<file path="config.mk">
export PLATFORM = sky130hd
export DESIGN_NAME = bf16_add_scheduler_flat
export DESIGN_NICKNAME = d
export VERILOG_FILES = /design/src/rtl/bf16_pkg.sv /design/src/rtl/bf16_add_scheduler_if.sv /design/src/rtl/bf16_add_scheduler_rr_arbiter.sv /design/src/rtl/bf16_add_scheduler.sv /design/src/flat_wrapper.sv
export SDC_FILE = /design/constraint.sdc
export NUM_CORES = 1
export LEC_CHECK = 0
export ABC_AREA = 1
export BUFFER_PORTS_ARGS = -buffer_cell sky130_fd_sc_hd__buf_2
export CORE_MARGIN = 10
export CORE_UTILIZATION = 51
export CTS_BUF_LIST = sky130_fd_sc_hd__clkbuf_2 sky130_fd_sc_hd__clkbuf_4 sky130_fd_sc_hd__clkbuf_8
export CTS_CLUSTER_DIAMETER = 50
export DETAILED_ROUTE_END_ITERATION = 8
export PLACE_DENSITY = 0.95
export SYNTH_ARGS = -nofsm -noshare
export SYNTH_HDL_FRONTEND = slang
export SYNTH_SLANG_ARGS = --single-unit
</file>
<file path="constraint.sdc">
create_clock -name clock -period 3.47 [get_ports clock]
set_input_delay 0.1735 -clock clock [delete_from_list [all_inputs] [get_ports clock]]
set_output_delay 0.1735 -clock clock [all_outputs]
set_load 0.05 [all_outputs]
</file>
<file path="src/rtl/bf16_pkg.sv">
// Shared types and constants for the bfloat16 adder scheduler.
package bf16_pkg;
  typedef logic [15:0] bf16_t;

  typedef enum logic [1:0] {
    IDLE,
    ISSUE,
    WAIT,
    RESP
  } sched_state_t;

  localparam bf16_t BF16_QNAN = 16'h7FC0;
endpackage

</file>
<file path="src/rtl/bf16_add_scheduler_if.sv">
// Bus bundle between requesters, the shared adder, the response consumer and
// the scheduler. The scheduler uses the slave modport; the environment uses master.
interface bf16_add_scheduler_if
  import bf16_pkg::*;
#(
  parameter int unsigned NREQ = 4,
  parameter int unsigned IDW  = 2
);
  logic [NREQ-1:0]   req_valid;
  logic [NREQ-1:0]   req_ready;
  bf16_t [NREQ-1:0]  req_a;
  bf16_t [NREQ-1:0]  req_b;
  bf16_t             add_a;
  bf16_t             add_b;
  logic              add_start;
  logic              add_done;
  bf16_t             add_sum;
  logic              rsp_valid;
  logic              rsp_ready;
  bf16_t             rsp_sum;
  logic [IDW-1:0]    rsp_id;
  logic              rsp_err;

  modport slave (
    input  req_valid, req_a, req_b, add_done, add_sum, rsp_ready,
    output req_ready, add_a, add_b, add_start, rsp_valid, rsp_sum, rsp_id, rsp_err
  );

  modport master (
    output req_valid, req_a, req_b, add_done, add_sum, rsp_ready,
    input  req_ready, add_a, add_b, add_start, rsp_valid, rsp_sum, rsp_id, rsp_err
  );
endinterface

</file>
<file path="src/rtl/bf16_add_scheduler_rr_arbiter.sv">
// Combinational round-robin arbiter: first requester at or after ptr wins.
module rr_arbiter #(
  parameter int unsigned NREQ = 4,
  parameter int unsigned IDW  = 2
) (
  input  logic [NREQ-1:0] req,
  input  logic [IDW-1:0]  ptr,
  output logic [NREQ-1:0] grant,
  output logic [IDW-1:0]  grant_idx,
  output logic            any
);
  logic [IDW-1:0] sel;

  // Scan ptr, ptr+1, ... modulo NREQ and take the first active request
  always_comb begin
    grant     = '0;
    grant_idx = '0;
    any       = 1'b0;
    sel       = '0;
    for (int unsigned k = 0; k < NREQ; k++) begin
      sel = IDW'((32'(ptr) + k) % NREQ);
      if (!any && req[sel]) begin
        any       = 1'b1;
        grant[sel] = 1'b1;
        grant_idx = sel;
      end
    end
  end
endmodule

</file>
<file path="src/rtl/bf16_add_scheduler.sv">
// Shares one multi-cycle bf16 adder among NREQ requesters with round-robin
// arbitration and a single tagged response channel.
// Optional feature: define BF16_SCHED_TIMEOUT_EN to enable the WAIT watchdog.
module bf16_add_scheduler
  import bf16_pkg::*;
#(
  parameter int unsigned NREQ     = 4,
  parameter int unsigned IDW      = 2,
  parameter int unsigned MAX_WAIT = 64
) (
  input logic                 clock,
  input logic                 nreset,
  bf16_add_scheduler_if.slave bus
);
  sched_state_t    state, state_next;
  logic [IDW-1:0]  ptr, id, grant_idx;
  logic [NREQ-1:0] grant;
  logic            any;
  bf16_t           op_a, op_b, sum;
  logic            timeout;

  rr_arbiter #(
    .NREQ (NREQ),
    .IDW  (IDW)
  ) u_arb (
    .req       (bus.req_valid),
    .ptr       (ptr),
    .grant     (grant),
    .grant_idx (grant_idx),
    .any       (any)
  );

`ifdef BF16_SCHED_TIMEOUT_EN
  localparam int unsigned CW = $clog2(MAX_WAIT + 1);
  logic [CW-1:0] cnt;
  logic          err;

  // WAIT cycle counter; held at zero outside WAIT so every entry starts fresh
  always_ff @(posedge clock or negedge nreset) begin
    if (!nreset)           cnt <= '0;
    else if (state == WAIT) cnt <= cnt + 1'b1;
    else                   cnt <= '0;
  end

  assign timeout     = (state == WAIT) && (cnt == CW'(MAX_WAIT - 1));
  assign bus.rsp_err = err;
`else
  assign timeout     = 1'b0;
  assign bus.rsp_err = 1'b0;
`endif

  // State register
  always_ff @(posedge clock or negedge nreset) begin
    if (!nreset) state <= IDLE;
    else         state <= state_next;
  end

  // Next-state logic; add_done takes priority over an expiring watchdog
  always_comb begin
    state_next = state;
    case (state)
      IDLE:    if (any) state_next = ISSUE;
      ISSUE:   state_next = WAIT;
      WAIT:    if (bus.add_done || timeout) state_next = RESP;
      RESP:    if (bus.rsp_ready) state_next = IDLE;
      default: state_next = IDLE;
    endcase
  end

  // Handshake outputs decoded from state
  always_comb begin
    bus.req_ready = (state == IDLE) ? grant : '0;
    bus.add_start = (state == ISSUE);
    bus.rsp_valid = (state == RESP);
  end

  // Operand capture, pointer advance and result capture
  always_ff @(posedge clock or negedge nreset) begin
    if (!nreset) begin
      ptr  <= '0;
      id   <= '0;
      op_a <= '0;
      op_b <= '0;
      sum  <= '0;
`ifdef BF16_SCHED_TIMEOUT_EN
      err  <= 1'b0;
`endif
    end else begin
      case (state)
        IDLE: if (any) begin
          op_a <= bus.req_a[grant_idx];
          op_b <= bus.req_b[grant_idx];
          id   <= grant_idx;
          ptr  <= (grant_idx == IDW'(NREQ - 1)) ? '0 : grant_idx + 1'b1;
`ifdef BF16_SCHED_TIMEOUT_EN
          err  <= 1'b0;
`endif
        end
        WAIT: if (bus.add_done) begin
          sum <= bus.add_sum;
        end
`ifdef BF16_SCHED_TIMEOUT_EN
        else if (timeout) begin
          sum <= BF16_QNAN;
          err <= 1'b1;
        end
`endif
        default: ;
      endcase
    end
  end

  assign bus.add_a   = op_a;
  assign bus.add_b   = op_b;
  assign bus.rsp_sum = sum;
  assign bus.rsp_id  = id;
endmodule

</file>
<file path="src/flat_wrapper.sv">
// flat-port wrapper written by rule: the top's interface ports become plain ports
module bf16_add_scheduler_flat import bf16_pkg::*;
#(
  parameter int unsigned NREQ     = 4,
  parameter int unsigned IDW      = 2,
  parameter int unsigned MAX_WAIT = 64
)
  (clock, nreset, bus_req_valid, bus_req_a, bus_req_b, bus_add_done, bus_add_sum, bus_rsp_ready, bus_req_ready, bus_add_a, bus_add_b, bus_add_start, bus_rsp_valid, bus_rsp_sum, bus_rsp_id, bus_rsp_err);
  bf16_add_scheduler_if #(.NREQ(NREQ), .IDW(IDW)) bus_i ();
  input logic clock;
  input logic nreset;
  input wire logic [$bits(bus_i.req_valid)-1:0] bus_req_valid;
  input wire logic [$bits(bus_i.req_a)-1:0] bus_req_a;
  input wire logic [$bits(bus_i.req_b)-1:0] bus_req_b;
  input wire logic [$bits(bus_i.add_done)-1:0] bus_add_done;
  input wire logic [$bits(bus_i.add_sum)-1:0] bus_add_sum;
  input wire logic [$bits(bus_i.rsp_ready)-1:0] bus_rsp_ready;
  output wire logic [$bits(bus_i.req_ready)-1:0] bus_req_ready;
  output wire logic [$bits(bus_i.add_a)-1:0] bus_add_a;
  output wire logic [$bits(bus_i.add_b)-1:0] bus_add_b;
  output wire logic [$bits(bus_i.add_start)-1:0] bus_add_start;
  output wire logic [$bits(bus_i.rsp_valid)-1:0] bus_rsp_valid;
  output wire logic [$bits(bus_i.rsp_sum)-1:0] bus_rsp_sum;
  output wire logic [$bits(bus_i.rsp_id)-1:0] bus_rsp_id;
  output wire logic [$bits(bus_i.rsp_err)-1:0] bus_rsp_err;
  assign bus_i.req_valid = bus_req_valid;
  assign bus_i.req_a = bus_req_a;
  assign bus_i.req_b = bus_req_b;
  assign bus_i.add_done = bus_add_done;
  assign bus_i.add_sum = bus_add_sum;
  assign bus_i.rsp_ready = bus_rsp_ready;
  assign bus_req_ready = bus_i.req_ready;
  assign bus_add_a = bus_i.add_a;
  assign bus_add_b = bus_i.add_b;
  assign bus_add_start = bus_i.add_start;
  assign bus_rsp_valid = bus_i.rsp_valid;
  assign bus_rsp_sum = bus_i.rsp_sum;
  assign bus_rsp_id = bus_i.rsp_id;
  assign bus_rsp_err = bus_i.rsp_err;
  bf16_add_scheduler #(.NREQ(NREQ), .IDW(IDW), .MAX_WAIT(MAX_WAIT)) u_core (.clock(clock), .nreset(nreset), .bus(bus_i));
endmodule
</file>
==> run_results.csv <==
group,metric,value,unit
synthesis,synth-simple-area-share,0.357,
synthesis,ys_seq_elements,54,
worst_setup_path,start_kind,"register",
clock_network,postCtsSetupBuffers,0,
sta,finalSetupTns,0,ns
routing,drt_iter0_markers,215,
placed_design,dp_hpwl,11300,microns
synthesis,synthXorXnorAreaFrac,0,
clock_network,root_buffer,"clkbuf_8",
synthesis,yosysWarningCount,0,
placed_design,globalplace.congestion,0.889,
grt,grt.overflow.total,0,
clock_network,cts_sinks,54,
synthesis,synth-seq-area-share,0.337,
floorplanning,die_w,109,microns
grt,grt.total_usage,0.227,
pwr,p_per_area,1210,nW/um^2
worst_setup_path,startpoint,"u_core.ptr[0]",
clock_network,cts_tree,"built",
clock_network,cts_max_path_buffers,2,
placed_design,portBuffers,207,
floorplanning,dieArea,11800,sq um
routing,first_pass_iters,5,
sta,fin_crit,3.15,ns
synthesis,synthAdderAreaFrac,0.0343,
worst_setup_path,path_class,"register to register",
worst_setup_path,arrival,3.34,ns
finish,multi_input_area,2060,sq um
finish,syn_to_final_growth,27.7,%
synthesis,postSynthCellCount,563,
placed_design,pre_cts_slack,0.341,ns
synthesis,synth.cell_area,4010,sq um
sta,period_share,0.909,
clock_network,cts_resized,0,
worst_setup_path,slowest_stage,"dfrtp_1",
finish,layout-drive-gt1-share,0.349,
status,status,"finished clean",
pwr,leakage,3.08,nW
grt,grt_first_pass_wirelength,22100,microns
hold_path,hold_class,"input port to register",
floorplanning,start_util,0.521,
sta,fin_worst_skew,0.0112,ns
synthesis,avgSynthCellArea,7.12,sq um
grt,grt_pass1_vias,4764,
worst_setup_path,cp_cell_sequence,"inv_8 -> ha_1 -> nand3_1 -> nand2_2 -> nor2_8 -> nand3_4 -> nand3_4 -> buf_4 -> nand2_1 -> o211ai_1 -> nand3_1",
synthesis,synth_area_leaders,"dfrtp_1, nand2_1, inv_1",
finish,register_area,1350,sq um
clock_network,postCtsHoldBufs,1,
clock_network,clk_pin_slew,0.11,ns
grt,grt_max_degree,57,
floorplanning,die-height,109,microns
routing,drtAntennaViolNets,0,
synthesis,yosysTopAreaCellShare,0.337,
routing,vias,4522,
grt,antenna_found_initial,0,
synthesis,yosysTopAreaCell,"dfrtp_1",
pwr,ir_drop,0.702,mV
sta,finalMaxSlewViolations,0,
floorplanning,io_pins,209,
routing,drcViolationCount,0,
sta,clock.fmax,317,MHz
clock_network,htree_num_levels,2,
routing,wirelength,13700,microns
placed_design,dpl.cell_count,846,
flow_run,cap_violations,0,
worst_setup_path,critPathCaptureType,"register",
routing,vias_per_cell,5.29,
sta,tightest_slew,0.731,ns
synthesis,synth_top_family_by_area,"simple AND/OR/NAND/NOR gates",
worst_setup_path,worstReg2RegStart,"u_core.ptr[0]",
synthesis,synth.area.mux_share,0.0449,
finish,fill_cells,628,
sta,rsz0062_at_grt,"false",
routing,post_drt_wl_per_cell,16.1,microns
worst_setup_path,cp.required,3.65,ns
worst_setup_path,slowest_delay,0.72,ns
floorplanning,core_area,7690,sq um
finish,nets,915,
synthesis,synth_compound_area_frac,0.0762,
hold_path,hp-start,"bus_add_sum[10]",
synthesis,ys_types,39,
pwr,power,6.19,mW
sta,hold_viol,0,
finish,n_antenna_cell,0,
sta,finalSetupViolCount,0,
clock_network,numCtsBuffers,5,
sta,maxSlewHeadroom,0.511,
finish,final_cells,855,
sta,fin_ws,0.315,ns
clock_network,clock_latency,0.31,ns
finish,final_core_util,0.666,
synthesis,synth.net_count,726,
floorplanning,placementRows,32,
worst_setup_path,crit_fanout,56,
==> kinds of logic after synthesis <==
| family | Yosys count |
|---|---|
| fa+ha+maj | 11 |
| buf+inv | 134 |
| simple gates | 299 |
| compound gates | 48 |
| other cells | 1 |
| mux | 16 |
| flops | 54 |
==> stage by stage <==
step | instance area, sq um | hold slack (ns)
global placement | 5010 | 0.00723
finish | 5120 | 0.0905
floorplan | 4010 | -0.122
global route | 5120 | 0.0710
detailed placement | 5010 | 0.0103
CTS | 5120 | 0.0824
==> cell usage in the layout, fill, tap and decap left out, drive strengths merged <==
cell	n
a21boi	1
a21oi	3
a22oi	2
a31oi	1
buf	210
clkbuf	5
clkinv	1
conb	1
dfrtp	54
dlygate4sd3	1
ha	11
inv	107
mux2	16
nand2	181
nand3	75
nand4	20
nor2	7
nor3	2
o2111ai	1
o211ai	17
o21a	1
o21ai	22
or2	14
==> final cells by class <==
class	instances	area share
Clock buffer	5	0.0134
Clock inverter	3	0.00562
Inverter	105	0.0790
Multi-Input combinational cell	375	0.402
Sequential cell	54	0.264
Tap cell	102	0.0249
Timing Repair Buffer	211	0.211
==> synth_stat cells, drive strengths merged <==
library cell and count:
nand2 181, inv 105, nand3 75, dfrtp 54, buf 25, o21ai 22, nand4 20, o211ai 17
mux2 16, or2 14, ha 11, nor2 7, clkbuf 4, a21oi 3, a22oi 2, nor3 2
a21boi 1, a31oi 1, conb 1, o2111ai 1, o21a 1
==> final timing paths <==
check	to	cells after the start	slack (ns)
max	u_core.bus.add_b[11]	11	0.32
min	u_core.bus.rsp_sum[10]	2	0.09
max reg2reg	u_core.bus.add_b[11]	11	0.32
min reg2reg	u_core.bus.add_a[0]	2	0.50
max in group asynchronous	u_core.ptr[1]	3	2.43
min in group asynchronous	u_core.bus.rsp_sum[7]	2	0.21
==> sequential cells by signal, summed over array words and instances (netlist names) <==
| signal | flops |
|---|---|
| u_core.bus.add_b | 16 |
| u_core.bus.add_a | 16 |
| u_core.bus.rsp_sum | 16 |
| u_core.bus.rsp_id | 2 |
| u_core.state | 2 |
| u_core.ptr | 2 |
==> worst max-delay path: cells and delay by family, from the launching register on <==
kind	cells	cell delay, ns
and+or+nand+nor	7	1.38
AOI/OAI and AO/OA	1	0.11
DFF	1	0.72
adders and majority gates	1	0.39
buffers and inverters	2	0.41
==> report_power, final <==
| part | internal (mW) | switching [mW] | total (mW) |
|---|---|---|---|
| sequential | 0.961 | 0.240 | 1.20 |
| clock | 0.152 | 0.226 | 0.378 |
| combinational | 1.29 | 3.32 | 4.61 |
==> routing by layer <==
layer | part of all wire | wire length, microns | GRT usage | vias up
li1 | - | - | - | 2154
met1 | 0.36 | 4970 | 0.252 | 2106
met2 | 0.52 | 7150 | 0.398 | 215
met3 | 0.078 | 1080 | 0.0596 | 47
met4 | 0.039 | 538 | 0.102 | 0
met5 | 0 | 0 | 0 | -
No activity file was read; power rests on OpenSTA's default activity.
